File: config.mk
export PLATFORM = sky130hd
export DESIGN_NAME = io_bus_arbiter_flat
export DESIGN_NICKNAME = d
export VERILOG_FILES = /design/src/rtl/io_bus_arbiter_pkg.sv /design/src/rtl/io_bus_arbiter_if.sv /design/src/rtl/arb_hold_timer.sv /design/src/rtl/io_bus_arbiter.sv /design/src/flat_wrapper.sv
export SDC_FILE = /design/constraint.sdc
export NUM_CORES = 1
export LEC_CHECK = 0
export BUFFER_PORTS_ARGS = -buffer_cell sky130_fd_sc_hd__buf_2
export CAP_MARGIN = 20
export CORE_AREA = 2 2 119 121
export CTS_BUF_LIST = sky130_fd_sc_hd__clkbuf_4
export DETAILED_ROUTE_END_ITERATION = 16
export DIE_AREA = 0 0 121 123
export PLACE_DENSITY_LB_ADDON = 0.1
export SYNTH_ARGS = -nofsm -noshare
export SYNTH_HDL_FRONTEND = slang
export SYNTH_SLANG_ARGS = --single-unit
File: constraint.sdc
create_clock -name clk -period 1.85 [get_ports clk]
set_input_delay 0.37 -clock clk [delete_from_list [all_inputs] [get_ports clk]]
set_output_delay 0.37 -clock clk [all_outputs]
set_load 0.005 [all_outputs]
File: src/rtl/io_bus_arbiter_pkg.sv
// io_bus_arbiter_pkg
//   Shared definitions for the two-master IO bus arbiter: bus width
//   constants and the arbiter FSM state encoding.
package io_bus_arbiter_pkg;

   localparam int unsigned IO_BUS_WIDTH_DATA = 32;
   localparam int unsigned IO_BUS_WIDTH_ADDR = 32;
   localparam int unsigned IO_BUS_WIDTH_CTRL = 3;

   typedef enum logic [1:0] {
      ARB_IDLE = 2'd0,
      ARB_OWN0 = 2'd1,
      ARB_OWN1 = 2'd2,
      ARB_TURN = 2'd3
   } arb_state_t;

endpackage

File: src/rtl/io_bus_arbiter_if.sv
// io_bus_arbiter_if
//   Bundles both masters' beat/handshake signals and the shared BUS side.
//   Modports:
//     slave  - arbiter view (master beats and bus_rd in; grants, valids,
//              read data and bus drive out)
//     master - environment view (the reverse direction)
interface io_bus_arbiter_if
   import io_bus_arbiter_pkg::*;
#(
   parameter int unsigned DW = IO_BUS_WIDTH_DATA,
   parameter int unsigned AW = IO_BUS_WIDTH_ADDR,
   parameter int unsigned CW = IO_BUS_WIDTH_CTRL
) ();

   logic          m0_req,   m1_req;
   logic          m0_last,  m1_last;
   logic          m0_we,    m1_we;
   logic [AW-1:0] m0_addr,  m1_addr;
   logic [CW-1:0] m0_ctrl,  m1_ctrl;
   logic [DW-1:0] m0_wd,    m1_wd;
   logic          m0_gnt,   m1_gnt;
   logic          m0_valid, m1_valid;
   logic [DW-1:0] m0_rd,    m1_rd;

   logic [AW-1:0] bus_addr;
   logic [CW-1:0] bus_ctrl;
   logic [DW-1:0] bus_wd;
   logic          bus_we;
   logic [DW-1:0] bus_rd;

   modport slave (
      input  m0_req, m0_last, m0_we, m0_addr, m0_ctrl, m0_wd,
      input  m1_req, m1_last, m1_we, m1_addr, m1_ctrl, m1_wd,
      input  bus_rd,
      output m0_gnt, m0_valid, m0_rd,
      output m1_gnt, m1_valid, m1_rd,
      output bus_addr, bus_ctrl, bus_wd, bus_we
   );

   modport master (
      output m0_req, m0_last, m0_we, m0_addr, m0_ctrl, m0_wd,
      output m1_req, m1_last, m1_we, m1_addr, m1_ctrl, m1_wd,
      output bus_rd,
      input  m0_gnt, m0_valid, m0_rd,
      input  m1_gnt, m1_valid, m1_rd,
      input  bus_addr, bus_ctrl, bus_wd, bus_we
   );

endinterface

File: src/rtl/arb_hold_timer.sv
// arb_hold_timer
//   Saturating 8-bit hold counter for the current bus owner.
//   Ports:
//     clk, rst  - clock, asynchronous active-high reset
//     i_clr     - clear counter to 0 (held while no master owns the bus)
//     i_en      - count one granted cycle
//     o_expire  - counter has reached MAX_HOLD-1
module arb_hold_timer #(
   parameter int unsigned MAX_HOLD = 16
) (
   input  logic clk,
   input  logic rst,
   input  logic i_clr,
   input  logic i_en,
   output logic o_expire
);

   localparam logic [7:0] LP_LIMIT = 8'(MAX_HOLD - 1);

   logic [7:0] r_cnt;

   always_ff @(posedge clk or posedge rst) begin
      if (rst) begin
         r_cnt <= '0;
      end else if (i_clr) begin
         r_cnt <= '0;
      end else if (i_en && (r_cnt != LP_LIMIT)) begin
         r_cnt <= r_cnt + 8'd1;
      end
   end

   assign o_expire = (r_cnt == LP_LIMIT);

endmodule

File: src/rtl/io_bus_arbiter.sv
// io_bus_arbiter
//   Two-master round-robin arbiter for the shared IO bus with bounded
//   hold time and a one-cycle turnaround on every ownership change.
//   Ports:
//     clk, rst - clock, asynchronous active-high reset
//     bus      - io_bus_arbiter_if.slave: master beats in, grants/valids/
//                read data out, shared BUS drive (addr/ctrl/wd/we) out
module io_bus_arbiter
   import io_bus_arbiter_pkg::*;
#(
   parameter int unsigned DW       = IO_BUS_WIDTH_DATA,
   parameter int unsigned AW       = IO_BUS_WIDTH_ADDR,
   parameter int unsigned CW       = IO_BUS_WIDTH_CTRL,
   parameter int unsigned MAX_HOLD = 16
) (
   input  logic            clk,
   input  logic            rst,
   io_bus_arbiter_if.slave bus
);

   arb_state_t r_state;
   logic       r_m0_gnt;
   logic       r_m1_gnt;
   logic       r_m0_valid;
   logic       r_m1_valid;
   logic       r_rr_last;

   logic          w_own;
   logic          w_expire;
   logic          w_rel0;
   logic          w_rel1;
   logic [AW-1:0] w_addr;
   logic [CW-1:0] w_ctrl;
   logic [DW-1:0] w_wd;
   logic          w_we;

   assign w_own = (r_state == ARB_OWN0) || (r_state == ARB_OWN1);

   arb_hold_timer #(
      .MAX_HOLD (MAX_HOLD)
   ) u_hold (
      .clk      (clk),
      .rst      (rst),
      .i_clr    (!w_own),
      .i_en     (w_own),
      .o_expire (w_expire)
   );

   // Release on completion, on an idle cycle, or on hold expiry while the
   // other master waits; the beat in the releasing cycle still issues.
   assign w_rel0 = !bus.m0_req || bus.m0_last || (w_expire && bus.m1_req);
   assign w_rel1 = !bus.m1_req || bus.m1_last || (w_expire && bus.m0_req);

   always_ff @(posedge clk or posedge rst) begin
      if (rst) begin
         r_state    <= ARB_IDLE;
         r_m0_gnt   <= 1'b0;
         r_m1_gnt   <= 1'b0;
         r_m0_valid <= 1'b0;
         r_m1_valid <= 1'b0;
         r_rr_last  <= 1'b1;
      end else begin
         // Read-data valid follows a granted read beat regardless of
         // whether the grant is dropped at this same edge.
         r_m0_valid <= (r_state == ARB_OWN0) && bus.m0_req && !bus.m0_we;
         r_m1_valid <= (r_state == ARB_OWN1) && bus.m1_req && !bus.m1_we;
         case (r_state)
            ARB_IDLE: begin
               if (bus.m0_req && (!bus.m1_req || r_rr_last)) begin
                  r_state  <= ARB_OWN0;
                  r_m0_gnt <= 1'b1;
               end else if (bus.m1_req) begin
                  r_state  <= ARB_OWN1;
                  r_m1_gnt <= 1'b1;
               end
            end
            ARB_OWN0: begin
               if (w_rel0) begin
                  r_state   <= ARB_TURN;
                  r_m0_gnt  <= 1'b0;
                  r_rr_last <= 1'b0;
               end
            end
            ARB_OWN1: begin
               if (w_rel1) begin
                  r_state   <= ARB_TURN;
                  r_m1_gnt  <= 1'b0;
                  r_rr_last <= 1'b1;
               end
            end
            default: begin
               r_state <= ARB_IDLE;
            end
         endcase
      end
   end

   always_comb begin
      w_addr = '0;
      w_ctrl = '0;
      w_wd   = '0;
      w_we   = 1'b0;
      case (r_state)
         ARB_OWN0: begin
            w_addr = bus.m0_addr;
            w_ctrl = bus.m0_ctrl;
            w_wd   = bus.m0_wd;
            w_we   = bus.m0_req && bus.m0_we;
         end
         ARB_OWN1: begin
            w_addr = bus.m1_addr;
            w_ctrl = bus.m1_ctrl;
            w_wd   = bus.m1_wd;
            w_we   = bus.m1_req && bus.m1_we;
         end
         default: begin
         end
      endcase
   end

   assign bus.bus_addr = w_addr;
   assign bus.bus_ctrl = w_ctrl;
   assign bus.bus_wd   = w_wd;
   assign bus.bus_we   = w_we;
   assign bus.m0_gnt   = r_m0_gnt;
   assign bus.m1_gnt   = r_m1_gnt;
   assign bus.m0_valid = r_m0_valid;
   assign bus.m1_valid = r_m1_valid;
   assign bus.m0_rd    = bus.bus_rd;
   assign bus.m1_rd    = bus.bus_rd;

endmodule

File: src/flat_wrapper.sv
// flat-port wrapper written by rule: the top's interface ports become plain ports
module io_bus_arbiter_flat import io_bus_arbiter_pkg::*;
#(
   parameter int unsigned DW       = IO_BUS_WIDTH_DATA,
   parameter int unsigned AW       = IO_BUS_WIDTH_ADDR,
   parameter int unsigned CW       = IO_BUS_WIDTH_CTRL,
   parameter int unsigned MAX_HOLD = 16
)
  (clk, rst, bus_m0_req, bus_m0_last, bus_m0_we, bus_m0_addr, bus_m0_ctrl, bus_m0_wd, bus_m1_req, bus_m1_last, bus_m1_we, bus_m1_addr, bus_m1_ctrl, bus_m1_wd, bus_bus_rd, bus_m0_gnt, bus_m0_valid, bus_m0_rd, bus_m1_gnt, bus_m1_valid, bus_m1_rd, bus_bus_addr, bus_bus_ctrl, bus_bus_wd, bus_bus_we);
  io_bus_arbiter_if #(.DW(DW), .AW(AW), .CW(CW)) bus_i ();
  input  logic clk;
  input  logic rst;
  input wire logic [$bits(bus_i.m0_req)-1:0] bus_m0_req;
  input wire logic [$bits(bus_i.m0_last)-1:0] bus_m0_last;
  input wire logic [$bits(bus_i.m0_we)-1:0] bus_m0_we;
  input wire logic [$bits(bus_i.m0_addr)-1:0] bus_m0_addr;
  input wire logic [$bits(bus_i.m0_ctrl)-1:0] bus_m0_ctrl;
  input wire logic [$bits(bus_i.m0_wd)-1:0] bus_m0_wd;
  input wire logic [$bits(bus_i.m1_req)-1:0] bus_m1_req;
  input wire logic [$bits(bus_i.m1_last)-1:0] bus_m1_last;
  input wire logic [$bits(bus_i.m1_we)-1:0] bus_m1_we;
  input wire logic [$bits(bus_i.m1_addr)-1:0] bus_m1_addr;
  input wire logic [$bits(bus_i.m1_ctrl)-1:0] bus_m1_ctrl;
  input wire logic [$bits(bus_i.m1_wd)-1:0] bus_m1_wd;
  input wire logic [$bits(bus_i.bus_rd)-1:0] bus_bus_rd;
  output wire logic [$bits(bus_i.m0_gnt)-1:0] bus_m0_gnt;
  output wire logic [$bits(bus_i.m0_valid)-1:0] bus_m0_valid;
  output wire logic [$bits(bus_i.m0_rd)-1:0] bus_m0_rd;
  output wire logic [$bits(bus_i.m1_gnt)-1:0] bus_m1_gnt;
  output wire logic [$bits(bus_i.m1_valid)-1:0] bus_m1_valid;
  output wire logic [$bits(bus_i.m1_rd)-1:0] bus_m1_rd;
  output wire logic [$bits(bus_i.bus_addr)-1:0] bus_bus_addr;
  output wire logic [$bits(bus_i.bus_ctrl)-1:0] bus_bus_ctrl;
  output wire logic [$bits(bus_i.bus_wd)-1:0] bus_bus_wd;
  output wire logic [$bits(bus_i.bus_we)-1:0] bus_bus_we;
  assign bus_i.m0_req = bus_m0_req;
  assign bus_i.m0_last = bus_m0_last;
  assign bus_i.m0_we = bus_m0_we;
  assign bus_i.m0_addr = bus_m0_addr;
  assign bus_i.m0_ctrl = bus_m0_ctrl;
  assign bus_i.m0_wd = bus_m0_wd;
  assign bus_i.m1_req = bus_m1_req;
  assign bus_i.m1_last = bus_m1_last;
  assign bus_i.m1_we = bus_m1_we;
  assign bus_i.m1_addr = bus_m1_addr;
  assign bus_i.m1_ctrl = bus_m1_ctrl;
  assign bus_i.m1_wd = bus_m1_wd;
  assign bus_i.bus_rd = bus_bus_rd;
  assign bus_m0_gnt = bus_i.m0_gnt;
  assign bus_m0_valid = bus_i.m0_valid;
  assign bus_m0_rd = bus_i.m0_rd;
  assign bus_m1_gnt = bus_i.m1_gnt;
  assign bus_m1_valid = bus_i.m1_valid;
  assign bus_m1_rd = bus_i.m1_rd;
  assign bus_bus_addr = bus_i.bus_addr;
  assign bus_bus_ctrl = bus_i.bus_ctrl;
  assign bus_bus_wd = bus_i.bus_wd;
  assign bus_bus_we = bus_i.bus_we;
  io_bus_arbiter #(.DW(DW), .AW(AW), .CW(CW), .MAX_HOLD(MAX_HOLD)) u_core (.clk(clk), .rst(rst), .bus(bus_i));
endmodule
==> impl_metrics.tcl <==
set metrics [dict create \
    status "finished, violations left" \
    violations_in_the_final_reports "negative setup slack" \
    timing.critical_path.from_type "register" \
    yosysMostFrequentCell "sky130_fd_sc_hd__nor2_1" \
    final_routed_drc_violation_total 0 \
    ctsLongestPathBuffers 2 \
    timing.critical_path.fanout_max 14 \
    synthSimpleGateAreaFrac_pct 19.93 \
    cts_inserted_buffers 3 \
    postSynthRegisterBits 15 \
    worst_path_largest_cell_delay_ps 390 \
    async_reset_ff_share_pct 100.0 \
    finalSetupViolCount 68 \
    crit_end_category "primary output" \
    critical_path_cell_with_the_highest_stage_delay "sky130_fd_sc_hd__dfrtp_1" \
    grt_max_degree 43 \
    global_route.overflow_total 0 \
    worst_r2r_endpoint "u_core.r_state[0]" \
    worst_slack_ps -182.9 \
    vdd_ir_drop_max_uv 742.4 \
    rsz0062_at_grt "yes" \
    synth-edff-count 0 \
    synth.avg_cell_area_um2 7.096 \
    multi_input_comb_area_um2 1284 \
    netlist_top_cells_area "sky130_fd_sc_hd__a22oi_1 (23%), sky130_fd_sc_hd__buf_4 (22%), sky130_fd_sc_hd__dfrtp_1 (16%)" \
    setup.worst_path.start "u_core.r_state[1]" \
    post_synth_fa_ha_maj_area_fraction_pct 2.872 \
    yosys_most_used_dff "sky130_fd_sc_hd__dfrtp_1" \
    final_max_slew_viol_count 0 \
    die_width_um 121 \
    drive_above_1_share_pct 56.95 \
    drt_first_iter_violations 101 \
    cts_root_buf "sky130_fd_sc_hd__clkbuf_4" \
    max_slew_margin_pct 57.31 \
    clk_pin_slew_worst_paths_ps 110 \
    via_per_inst 4.288 \
    synth-compound-area-share_pct 29.06 \
    worstHoldPathType "input pin to asynchronous set/reset pin" \
    power.static_leakage_nw 1.712 \
    regToRegSetupSlack_ps 40 \
    timing_worst_slew_pin_value_ps 639.7 \
    pin_count 310 \
    synth_xor_xnor_area_share_pct 1.608 \
    cell_by_cell_listing_of_the_critical_path "buf_4 > ha_4 > buf_12 > a22oi_2 > nor2_1 > buf_2" \
    power.density_cell_area_nw_per_um2 1531 \
    num-fill-cells 1592 \
    grt_pass1_wl_mm 15.91 \
    initial_core_util_pct 16.00 \
    fp-row-count 43 \
    timing.critical_path.arrival_ps 1660 \
    die_area_um2 14880 \
    clock_sink_count 15 \
    post-route-period-util_pct 109.9 \
    post_synth_mux_area_share_pct 1.666 \
    initial_antenna_violation_count 0 \
    detailed_placement_hpwl_mm 9.197 \
    synth_fp_nets 486 \
    drt_pass1_iterations 4 \
    hold_violations 0 \
    num_antenna_cells 0 \
    num_vias 2714 \
    yosysWarningCount 0 \
    clock-skew-final_ps 6.396 \
    synthesis.area_um2 2178 \
    worst-r2r-cell-count 6 \
    route.detailed.wl_per_inst_um 17.84 \
    finalCriticalPeriod_ps 2033 \
    later_pin_clock_latency_in_the_skew_report_ps 300 \
    max_cap_violations 0 \
    die_y_um 123 \
    port_buffers 213 \
    synthDominantCellAreaShare_pct 23.09 \
    antenna_violating_nets_post_route 0 \
    cts_tree "yes" \
    worst-setup-path-type "register to primary output" \
    worstReg2RegStart "u_core.r_state[1]" \
    gp_routability_congestion 0.7875 \
    synth_sequential_area_ratio_pct 17.29 \
    hold_slack_ps 132.5 \
    combinational_family_with_the_most_area_after_synthesis "compound AO/OA/AOI/OAI gates" \
    area_growth_syn_to_layout_pct 49.34 \
    synth.cells.most_frequent "sky130_fd_sc_hd__nor2_1 (77), sky130_fd_sc_hd__a22oi_1 (67), sky130_fd_sc_hd__buf_4 (64)" \
    finish.net_count 633 \
    coreArea_um2 13610 \
    synth_top_cell_by_area "sky130_fd_sc_hd__a22oi_1" \
    timing.critical_path.max_delay_family "buffers and inverters" \
    number_of_global_route_vias_before_repair 2623 \
    area.sequential_um2 376.6 \
    grtUsageTotal_pct 14.06 \
    route.final.wire_length_mm 11.29 \
    cp.buffers_inverters 3 \
    setup_total_negative_slack_ps -6940 \
    distinct_cell_type_count_after_synthesis 40 \
    worstPathRequired_ps 1480 \
    clock.fmax_ghz 0.4919 \
    h-tree-depth 1 \
    post_synth_inst_count 307 \
]
## metal layers
metal,up-vias,part of all wire (%),GRT usage (%),wire (um)
met5,-,0,0,0
met4,0,1.4,2.907,159
met3,13,7.9,4.105,893
met2,141,51,24.23,5768
met1,1247,40,17.42,4468
li1,1313,-,-,-
## cells in the final DEF, fill, tap and decap left out, drive strengths merged, types with 2 or more instances in the layout
master  netlist  final
nand3         8      8
a21oi         4      4
a31oi         3      3
dfrtp        14     14
mux2          2      2
inv           5      5
ha            5      5
a22oi        67     67
nand2         6      6
xor2          3      3
a21boi        2      2
nand4         2      2
o21ai         2      2
clkbuf       23      3
nor2         77     77
buf          66    231
and3          2      2
## cell type report
class / instances / area share (%)
flip-flops and latches: 15 / 11.58
inverters: 5 / 0.6538
clock buffers: 3 / 0.6923
multi-input cells: 198 / 39.46
repair buffers: 231 / 40.54
well taps: 180 / 6.923
clock inverters: 1 / 0.1538
## sequential cells by signal, summed over array words and instances, names as in the netlist
register	count
u_core.u_hold.r_cnt	8
u_core.r_state	2
u_core.bus.m0_gnt	1
u_core.bus.m0_valid	1
u_core.bus.m1_gnt	1
u_core.bus.m1_valid	1
u_core.r_rr_last	1
## through the flow
step	total power, mW	worst slack (ps)	util (%)	instance area [um2]	cells
2_1_floorplan	2.675	5.977	-	2181	307
3_3_place_gp	4.316	10.65	22.45	3055	626
3_5_place_dp	4.257	-2.758	22.45	3055	626
4_1_cts	5.012	-199.2	23.63	3217	633
5_1_grt	5.433	-274.7	23.90	3253	633
6_report	4.982	-182.9	23.90	3253	633
## kinds of logic (layout without fill, tap and decap cells)
kind of cell	after synthesis	in the layout
AO/OA/AOI/OAI	86	86
XOR/XNOR	4	4
adder cells (fa/ha/maj)	5	5
buffers and inverters	94	240
flip-flops	15	15
multiplexers	3	3
AND/OR/NAND/NOR	100	100
## power by group
group / leakage [nW] / internal [mW] / switching (mW)
logic: 1.50 / 1.98 / 2.31
registers: 0.196 / 0.426 / 0.0612
clock network: 0.0177 / 0.0806 / 0.129
## how the worst max path moves through the flow
stage	to	cells after the start
after floorplan	bus_bus_addr[19]	6
after detailed placement	bus_bus_addr[18]	6
after global placement	bus_bus_addr[0]	6
after global routing	bus_bus_addr[10]	6
after CTS	bus_bus_wd[7]	6
final	bus_bus_wd[7]	6
## repair_timing
item                       4_1_cts  5_1_grt
gates resized for setup         16        8
cloned                           2        0
setup endpoints to repair       68       69
hold buffers                     0        0
buffers inserted                 1        0
pin swaps                        2        0
No activity file was read; power rests on OpenSTA's default activity.
